## src/rtl/weather_pkg.sv

```systemverilog
// Purpose  : shared op encodings, report FSM states and default hour window for the sensor hub.
// Latency  : n/a (type and constant definitions only).
// Backpres.: n/a.
package weather_pkg;

    typedef enum logic [1:0] {
        OP_NOP  = 2'b00,
        OP_ADD  = 2'b01,
        OP_SUB  = 2'b10,
        OP_LOAD = 2'b11
    } op_t;

    typedef enum logic [1:0] {
        IDLE = 2'b00,
        SNAP = 2'b01,
        HDR  = 2'b10,
        DATA = 2'b11
    } state_t;

    localparam int DEF_WIN_START = 12;
    localparam int DEF_WIN_END   = 16;

endpackage

```

## src/rtl/sat_alu.sv

```systemverilog
// Purpose  : clamped add/sub/load on one channel value; ports i_op/i_a/i_b in, o_y out.
// Latency  : combinational.
// Backpres.: none.
module sat_alu
    import weather_pkg::*;
#(
    parameter int DATA_W = 6
) (
    input  logic [1:0]        i_op,
    input  logic [DATA_W-1:0] i_a,
    input  logic [DATA_W-1:0] i_b,
    output logic [DATA_W-1:0] o_y
);

    // One extra bit catches carry-out (add) and borrow (sub).
    logic [DATA_W:0] w_sum;
    logic [DATA_W:0] w_dif;

    assign w_sum = {1'b0, i_a} + {1'b0, i_b};
    assign w_dif = {1'b0, i_a} - {1'b0, i_b};

    always_comb begin
        o_y = i_a;
        case (i_op)
            OP_ADD:  o_y = w_sum[DATA_W] ? {DATA_W{1'b1}} : w_sum[DATA_W-1:0];
            OP_SUB:  o_y = w_dif[DATA_W] ? {DATA_W{1'b0}} : w_dif[DATA_W-1:0];
            OP_LOAD: o_y = i_b;
            default: o_y = i_a;
        endcase
    end

endmodule

```

## src/rtl/weather_sensor_hub.sv

```systemverilog
// Purpose  : NUM_CH sensor channels updated by windowed commands; streams header+snapshot frames.
//            Ports: clk/rst, cur_hour, cmd_* (valid/ready), rpt_req, tx_* (valid/ready), ch_value,
//            enable_transceiver, err_cnt.
// Latency  : command applied 2 edges after acceptance is presented; header valid 2 edges after rpt_req.
// Backpres.: cmd_ready low outside the hour window or while a report is in flight; tx words held while !tx_ready.
module weather_sensor_hub
    import weather_pkg::*;
#(
    parameter int                         NUM_CH    = 3,
    parameter int                         DATA_W    = 6,
    parameter int                         HOUR_W    = 5,
    parameter int                         WIN_START = DEF_WIN_START,
    parameter int                         WIN_END   = DEF_WIN_END,
    parameter logic [NUM_CH*DATA_W-1:0]   RST_VAL   = {6'd19, 6'd52, 6'd43},
    localparam int                        CH_W      = (NUM_CH > 1) ? $clog2(NUM_CH) : 1
) (
    input  logic                       clk,
    input  logic                       rst,
    input  logic [HOUR_W-1:0]          cur_hour,
    input  logic                       cmd_valid,
    output logic                       cmd_ready,
    input  logic [1:0]                 cmd_op,
    input  logic [CH_W-1:0]            cmd_ch,
    input  logic [DATA_W-1:0]          cmd_data,
    input  logic                       rpt_req,
    output logic                       tx_valid,
    input  logic                       tx_ready,
    output logic [DATA_W-1:0]          tx_data,
    output logic                       tx_last,
    output logic [NUM_CH*DATA_W-1:0]   ch_value,
    output logic                       enable_transceiver,
    output logic [7:0]                 err_cnt
);

    logic                     r_en;
    state_t                   r_state;
    logic                     r_stg_vld;
    logic [1:0]               r_stg_op;
    logic [CH_W-1:0]          r_stg_ch;
    logic [DATA_W-1:0]        r_stg_dat;
    logic [NUM_CH*DATA_W-1:0] r_ch;
    logic [NUM_CH*DATA_W-1:0] r_snap;
    logic [7:0]               r_err;
    logic [DATA_W-1:0]        r_seq;
    logic [DATA_W-1:0]        r_tx_dat;
    logic                     r_tx_vld;
    logic                     r_tx_last;
    logic [CH_W-1:0]          r_idx;

    logic                     w_in_win;
    logic                     w_cmd_acc;
    logic                     w_stg_hit;
    logic [DATA_W-1:0]        w_alu_a;
    logic [DATA_W-1:0]        w_alu_y;
    logic [NUM_CH*DATA_W-1:0] w_ch_nxt;
    logic [CH_W-1:0]          w_nxt_idx;

    assign w_in_win  = (int'(cur_hour) >= WIN_START) && (int'(cur_hour) <= WIN_END);
    assign cmd_ready = r_en && (r_state == IDLE);
    assign w_cmd_acc = cmd_valid && cmd_ready;
    assign w_nxt_idx = r_idx + 1'b1;

    // Select the staged target channel; an out-of-range index leaves w_stg_hit low.
    always_comb begin
        w_alu_a   = '0;
        w_stg_hit = 1'b0;
        for (int i = 0; i < NUM_CH; i++) begin
            if (r_stg_ch == CH_W'(i)) begin
                w_alu_a   = r_ch[i*DATA_W +: DATA_W];
                w_stg_hit = 1'b1;
            end
        end
    end

    sat_alu #(
        .DATA_W (DATA_W)
    ) u_sat_alu (
        .i_op (r_stg_op),
        .i_a  (w_alu_a),
        .i_b  (r_stg_dat),
        .o_y  (w_alu_y)
    );

    // Channel values after this edge's stage apply; the snapshot reads this so a
    // command accepted alongside rpt_req lands in the report.
    always_comb begin
        w_ch_nxt = r_ch;
        for (int i = 0; i < NUM_CH; i++) begin
            if (r_stg_vld && (r_stg_ch == CH_W'(i))) begin
                w_ch_nxt[i*DATA_W +: DATA_W] = w_alu_y;
            end
        end
    end

    // Window flag, command stage, channel storage and error counter.
    always_ff @(posedge clk) begin
        if (rst) begin
            r_en      <= 1'b0;
            r_stg_vld <= 1'b0;
            r_stg_op  <= '0;
            r_stg_ch  <= '0;
            r_stg_dat <= '0;
            r_ch      <= RST_VAL;
            r_err     <= '0;
        end else begin
            r_en      <= w_in_win;
            r_ch      <= w_ch_nxt;
            r_stg_vld <= w_cmd_acc;
            if (w_cmd_acc) begin
                r_stg_op  <= cmd_op;
                r_stg_ch  <= cmd_ch;
                r_stg_dat <= cmd_data;
            end
            if (r_stg_vld && !w_stg_hit && (r_err != 8'hFF)) begin
                r_err <= r_err + 8'd1;
            end
        end
    end

    // Report FSM with registered TX outputs.
    always_ff @(posedge clk) begin
        if (rst) begin
            r_state   <= IDLE;
            r_snap    <= '0;
            r_seq     <= '0;
            r_idx     <= '0;
            r_tx_vld  <= 1'b0;
            r_tx_dat  <= '0;
            r_tx_last <= 1'b0;
        end else begin
            case (r_state)
                IDLE: begin
                    if (rpt_req) begin
                        r_state <= SNAP;
                    end
                end
                SNAP: begin
                    r_snap    <= w_ch_nxt;
                    r_tx_vld  <= 1'b1;
                    r_tx_dat  <= r_seq;
                    r_tx_last <= 1'b0;
                    r_state   <= HDR;
                end
                HDR: begin
                    if (tx_ready) begin
                        r_state   <= DATA;
                        r_idx     <= '0;
                        r_tx_dat  <= r_snap[DATA_W-1:0];
                        r_tx_last <= (NUM_CH == 1);
                    end
                end
                DATA: begin
                    if (tx_ready) begin
                        if (r_idx == CH_W'(NUM_CH - 1)) begin
                            r_state   <= IDLE;
                            r_tx_vld  <= 1'b0;
                            r_tx_last <= 1'b0;
                            r_tx_dat  <= '0;
                            r_seq     <= r_seq + 1'b1;
                        end else begin
                            r_idx     <= w_nxt_idx;
                            r_tx_dat  <= r_snap[int'(w_nxt_idx)*DATA_W +: DATA_W];
                            r_tx_last <= (w_nxt_idx == CH_W'(NUM_CH - 1));
                        end
                    end
                end
                default: r_state <= IDLE;
            endcase
        end
    end

    assign tx_valid           = r_tx_vld;
    assign tx_data            = r_tx_dat;
    assign tx_last            = r_tx_last;
    assign ch_value           = r_ch;
    assign enable_transceiver = r_en;
    assign err_cnt            = r_err;

endmodule
```

## config.mk

```make
export PLATFORM = sky130hd
export DESIGN_NAME = weather_sensor_hub
export DESIGN_NICKNAME = d
export VERILOG_FILES = /design/src/rtl/weather_pkg.sv /design/src/rtl/sat_alu.sv /design/src/rtl/weather_sensor_hub.sv
export SDC_FILE = /design/constraint.sdc
export NUM_CORES = 1
export LEC_CHECK = 0
export ABC_CLOCK_PERIOD_IN_PS = 3900
export CORE_MARGIN = 4
export CORE_UTILIZATION = 55
export DETAILED_ROUTE_END_ITERATION = 10
export MAX_ROUTING_LAYER = met4
export PLACE_DENSITY = 0.87
export SETUP_SLACK_MARGIN = 0.05
export SYNTH_ARGS = -nofsm -noshare
export SYNTH_HDL_FRONTEND = slang
export SYNTH_HIERARCHICAL = 1
export SYNTH_SLANG_ARGS = --single-unit
export TNS_END_PERCENT = 1
```

## constraint.sdc

```tcl
create_clock -name clk -period 3.9 [get_ports clk]
set_input_delay 0.39 -clock clk [delete_from_list [all_inputs] [get_ports clk]]
set_output_delay 0.39 -clock clk [all_outputs]
set_load 0.1 [all_outputs]
```

# ---- After elaboration in Yosys (flattened, before gate mapping)
# Index checks and enable logic that the tools add are counted.
dict set report totals {
  elab_cells 90
  register_bits 74
  output_inout_bits 36
  input_bits 20
}
dict set report op_classes {
  add_sub_neg 5
  n_mul 1
  n_mux 32
  reduce_logical 19
  n_eq_ne 16
  shift 1
  order_cmp 2
}
# cell n
set op_table {}
lappend op_table {{2-to-1 mux 6 bit} 11}
lappend op_table {{one-hot mux 6 bit (3 select lines)} 2}
lappend op_table {{indexed part select 18 x 6 -> 6 bit} 1}
lappend op_table {{== test 2 bit (second input constant)} 7}
lappend op_table {{2-to-1 mux 2 bit} 7}
lappend op_table {{inequality test 2 bit (second input constant)} 5}
lappend op_table {{AND reduction 3 bit} 3}
lappend op_table {{adder 8 x 1 -> 8 bit (second input constant)} 1}
lappend op_table {{logical AND 1 bit} 8}
lappend op_table {{2-to-1 mux 1 bit} 8}
lappend op_table {{inequality test 8 bit (second input constant)} 1}
lappend op_table {{one-hot mux 2 bit (4 select lines)} 1}
lappend op_table {{AND reduction 4 bit} 2}
lappend op_table {{adder 6 x 6 -> 7 bit} 1}
lappend op_table {{subtractor 6 x 6 -> 7 bit} 1}
lappend op_table {{adder 6 x 1 -> 6 bit (second input constant)} 1}
lappend op_table {{== test 2 x 1 -> 1 bit (second input constant)} 3}
lappend op_table {{>= comparator 5 x 4 -> 1 bit (second input constant)} 1}
lappend op_table {{<= comparator 5 bit (second input constant)} 1}
lappend op_table {{logical NOT 2 bit} 2}
lappend op_table {{multiplier 2 x 2 -> 4 bit (second input constant)} 1}
lappend op_table {{one-hot mux 2 bit (2 select lines)} 1}
lappend op_table {{nonzero test 2 bit} 2}
lappend op_table {{one-hot mux 1 bit (3 select lines)} 1}
lappend op_table {{4 further kinds} 4}

# ---- Depth between registers and ports, before layout
dict set report logic_depth {
  depth_word 8
  depth_mapped 15
  depth_no_buf 14
}

# ---- Modules after synthesis
# Netlist, hierarchy kept.
# module area_each_um2 seq_area_each_um2 cells_each instances
set by_module_without_submodules {}
lappend by_module_without_submodules {weather_sensor_hub 3309.4 1481.4 365 1}
lappend by_module_without_submodules {sat_alu 768.2 0.0 99 1}

# ---- Worst setup path before layout
# No wires, ideal clock.
dict set report synth_timing {
  path_type {register -> register}
  start {reg r_ch[13] (netlist: ch_value[13])}
  end {reg r_snap[4]}
  required_time_ns 3.814
  n_path_buf 0
  synth_period_minus_slack_ns 3.520
  t_arrival_ns 3.434
  path_stages_with_launch 12
  setup_slack_ns 0.380
  setup_ns 0.086
  path_cell_list {dfxtp_1 > mux2i_1 > o21ai_0 > inv_1 > fa_1 > o21bai_4 > a21oi_4 > mux2i_1 > a41o_1 > a311oi_2 > mux2i_1 > a211oi_1}
}
dict set report synth_via {
  elab_chain_len 5
  elab_cells_between_ends 7
  classes_between {2 x add/sub; 5 x mux}
}
# element line_no
set synth_lines {}
lappend synth_lines {{from (decl)} weather_sensor_hub.sv:41} ;# logic [NUM_CH*DATA_W-1:0] r_ch;
lappend synth_lines {{from (signal assigned)} weather_sensor_hub.sv:107} ;# r_ch <= w_ch_nxt;
lappend synth_lines {{2-to-1 mux 6 bit (*)} weather_sensor_hub.sv:68} ;# if (r_stg_ch == CH_W'(i)) begin
lappend synth_lines {{via w_alu_a[1]} weather_sensor_hub.sv:53} ;# logic [DATA_W-1:0] w_alu_a;
lappend synth_lines {{subtractor 6 x 6 -> 7 bit / adder 6 x 6 -> 7 bit (equally long branches)} {sat_alu.sv:20, sat_alu.sv:19}}
lappend synth_lines {{2-to-1 mux 6 bit (on tied branches)} {sat_alu.sv:26, sat_alu.sv:25}}
lappend synth_lines {{one-hot mux 6 bit (3 select lines) (*)} sat_alu.sv:24} ;# case (i_op)
lappend synth_lines {{via w_alu_y[4]} weather_sensor_hub.sv:54} ;# logic [DATA_W-1:0] w_alu_y;
lappend synth_lines {{2-to-1 mux 6 bit (*)} weather_sensor_hub.sv:89} ;# if (r_stg_vld && (r_stg_ch == CH_W'(i))) begin
lappend synth_lines {{to (signal assigned)} weather_sensor_hub.sv:138} ;# r_snap <= w_ch_nxt;
lappend synth_lines {{to (decl)} weather_sensor_hub.sv:42} ;# logic [NUM_CH*DATA_W-1:0] r_snap;
# Mark *: on every way through the listed nets, which the timed path passes. The rest lies on a longest branch.
# A chain may end at the register's enable or synchronous reset.

# ---- Final worst setup path
dict set report layout_timing {
  start {reg r_stg_ch[1]}
  end {reg r_snap[10]}
}
dict set report layout_via {
  elab_chain_len 8
  elab_cells_between_ends 13
  classes_between {2 x add/sub; 2 x eq/ne; 7 x mux; 2 x reduce/logical}
}
# element line_no
set layout_lines {}
lappend layout_lines {{from (decl)} weather_sensor_hub.sv:39} ;# logic [CH_W-1:0] r_stg_ch;
lappend layout_lines {{from (signal assigned)} weather_sensor_hub.sv:111} ;# r_stg_ch <= cmd_ch;
lappend layout_lines {{logical NOT 2 bit} weather_sensor_hub.sv:68}
lappend layout_lines {{2-to-1 mux 6 bit (2 in a row)} weather_sensor_hub.sv:68}
lappend layout_lines {{2-to-1 mux 6 bit (*)} weather_sensor_hub.sv:68}
lappend layout_lines {{via w_alu_a[0]} weather_sensor_hub.sv:53}
lappend layout_lines {{subtractor 6 x 6 -> 7 bit / adder 6 x 6 -> 7 bit (equally long branches)} {sat_alu.sv:20, sat_alu.sv:19}}
lappend layout_lines {{2-to-1 mux 6 bit (on tied branches)} {sat_alu.sv:26, sat_alu.sv:25}}
lappend layout_lines {{one-hot mux 6 bit (3 select lines) (*)} sat_alu.sv:24}
lappend layout_lines {{via w_alu_y[4]} weather_sensor_hub.sv:54}
lappend layout_lines {{2-to-1 mux 6 bit (*)} weather_sensor_hub.sv:89}
# Marks and branches as above.

==> run metrics <==
Pwr per Cell Area 480 mW/mm^2; DR WL/cell 15.8 um; Clock Sinks 74; Worst EP arrival 3.74 ns; antenna violations before repair 0; Distinct cells, synth 63; Core Region 0.00721 sq mm; nets@finish 549; Setup crit end kind flop; area delta synth->final 17.9%; CTS tree done; Worst Max-Slew Pin Slew 1.19 ns; min setup slack post-route 0.433 ns; CTS Root Cell clkbuf_8; port bufs 55; initial drt markers 163; sequential-to-total area share from yosys stat 36.3%; Residual DRC 0; clk slew on worst S/H paths 0.08 ns; global-route wire length before repair 16200 um; Sw Pwr 0.927 mW; CP max FO 12; vias in the first global route 3506; Tmin final 3.47 ns; depth of the CTS H-tree 3; WL final 9670 um; Final Skew 0.0114 ns; sw frac 40.2%; P_int 1.38 mW; Main synth FF type dfxtp_1; RSZ-0062 raised after global routing no; # diodes 0; Final Max Tran Viols 0; crit start category flop; hold-fix buffer count after cts 0; maximum VDD drop 0.362 mV; Die ar. 0.00886 sq mm; Setup Viol. Count Final 0; number of synthesis warnings 6; fraction of registers with async set/reset 0%; die height 94.1 um; std cell rows 31; Synth Cell Area 0.00408 sq mm; Comb power frac 35.3%; number of enable flip-flop cells after synthesis 0; hold slack 0.477 ns; mean post-synth cell area 8.79 sq um; DRT Pass-1 Iters 5; Req. time, crit path 4.17 ns; post_cts resized 0; layout cells sized above 1 6.26%; grt total ovfl 0; Reg power frac 41.1%; Max-cap violations 0; drt via density 5.79; largest net degree at the start of global routing 40; Clock Power Share 23.6%; #FFs+latches synth 74; gpl congestion 0.974; Leak 1.83 nW; DIE WIDTH 94.1 um; Syn Inst Count 464; vias 3532; syn nets 507; Fillers 594; Tightest Hold Check Type reg -> reg; Fmax 288 MHz; HPWL after detailed placement 7150 um; Setup TNS Final 0 ns; GRT Total Usage 23.7%; Setup Fix Bufs, Post-CTS 0; post-route ant nets 0; period utilization 88.9%; CP Class reg -> reg; Worst-Skew Late Latency 0.35 ns; total CTS buffers 9; endpoints failing hold 0; clk buf depth 2; starting density of the core 56.5%; status finished clean; slew margin rel. 20.4%; Design Power 2.31 mW; # IOs 56; pre-CTS WS 0.430 ns
-- cell families (layout without fill, tap and decap cells) --
kind of cell	Yosys count	count (layout)	share of synthesized area, %
compound gates	100	100	17.9
xor+xnor	11	11	2.36
fa+ha+maj	23	23	7.43
buf+inv	47	94	5.28
flops	74	74	36.3
mux	38	38	9.45
simple gates	171	171	21.2
-- final cells by class --
cell class | count | area [sq um] | area share [%]
timing repair buffer | 57 | 561 | 11.7
inverter | 21 | 78.8 | 1.64
tap | 99 | 124 | 2.58
sequential | 74 | 1480 | 30.8
clock buffer | 11 | 141 | 2.94
multi-input combinational | 343 | 2380 | 49.6
clock inverter | 5 | 37.5 | 0.781
-- critical path, cell delays in order, from the launching register on --
cell and delay [ns]:
dfxtp_1 0.72, mux2i_1 0.17, o21ai_0 0.32, ha_1 0.27, inv_1 0.07, fa_1 0.45
o21bai_4 0.21, a21oi_4 0.09, mux2i_1 0.12, a41o_1 0.22, a311oi_2 0.33, mux2i_1 0.19
a211oi_1 0.25
-- metrics by stage --
stage          instances  instance area (sq um)  util, %
2_1_floorplan        464                   4080        -
3_3_place_gp         594                   4630     64.1
3_5_place_dp         594                   4630     64.1
4_1_cts              610                   4800     66.6
5_1_grt              610                   4810     66.6
6_report             610                   4810     66.6
-- layout by cell type, fill, tap and decap left out, types with 6 or more instances in the layout --
cell and n:
a21oi_1 20, ha_1 21, nor3_1 10, and3_1 6, nand3_1 7, inv_1 21, mux2i_1 37, xor2_1 7
dfxtp_1 74, o21ai_0 12, clkbuf_8 10, nor2_1 57, nand2_1 43, nand4_1 6, nand2b_1 15, clkdlybuf4s50_1 54
a211oi_1 27
-- cell usage after synthesis (2+ instances only) --
cell type | n | area, sq um
o31a_1 | 2 | 17.5
clkbuf_1 | 16 | 60.1
nand3b_1 | 3 | 22.5
buf_6 | 4 | 45.0
inv_1 | 21 | 78.8
a31oi_1 | 3 | 18.8
fa_1 | 2 | 40.0
nor4_1 | 2 | 12.5
dfxtp_1 | 74 | 1480
nand2_1 | 43 | 161
ha_1 | 21 | 263
or2b_1 | 4 | 30.0
o21ai_1 | 2 | 10.0
nor2b_1 | 6 | 37.5
nor3_1 | 10 | 50.1
nand4_1 | 6 | 37.5
nor2_1 | 57 | 214
o21ai_0 | 12 | 60.1
buf_2 | 4 | 20.0
nand3_1 | 7 | 35.0
xor2_1 | 7 | 61.3
and3_1 | 6 | 37.5
a21oi_1 | 20 | 100
a211oi_1 | 27 | 203
o221ai_1 | 5 | 43.8
nand3b_2 | 2 | 22.5
mux2i_1 | 37 | 370
xnor2_1 | 4 | 35.0
nor3b_1 | 2 | 15.0
a21o_1 | 3 | 22.5
nand2b_1 | 15 | 93.8
o211ai_1 | 5 | 37.5
a41o_1 | 2 | 20.0
-- power groups by stage --
stage	registers, mW	logic (mW)	clock network [mW]
2_1_floorplan	1.16	0.425	0
3_3_place_gp	0.958	0.789	0
3_5_place_dp	0.962	0.811	0
4_1_cts	0.948	0.820	0.550
5_1_grt	0.963	0.889	0.590
6_report	0.948	0.815	0.544
-- flip-flops by register name (all words and copies together) (netlist names) --
signal and cells:
r_stg_dat 6, r_state 2, r_stg_ch 2, r_snap 18, r_idx 2, tx_valid 1, r_stg_vld 1, enable_transceiver 1
err_cnt 8, r_stg_op 2, tx_last 1, ch_value 18, tx_data 6, r_seq 6
-- path summary, 6_finish.rpt --
kind          startpoint          to  slack (ns)  cells after the start
max          r_stg_ch[1]  r_snap[10]        0.43                     12
min              tx_last     tx_last        0.48                      2
max reg2reg  r_stg_ch[1]  r_snap[10]        0.43                     12
min reg2reg      tx_last     tx_last        0.48                      2
-- layer usage --
metal	part of all wire, %	track usage (%)	vias to the layer above
met5	0	-	-
met4	1.6	8.54	0
met3	4.3	5.53	14
met2	49	38.0	81
met1	45	29.3	1710
li1	-	-	1727
Note: power is estimated with default switching activity, not from simulation.
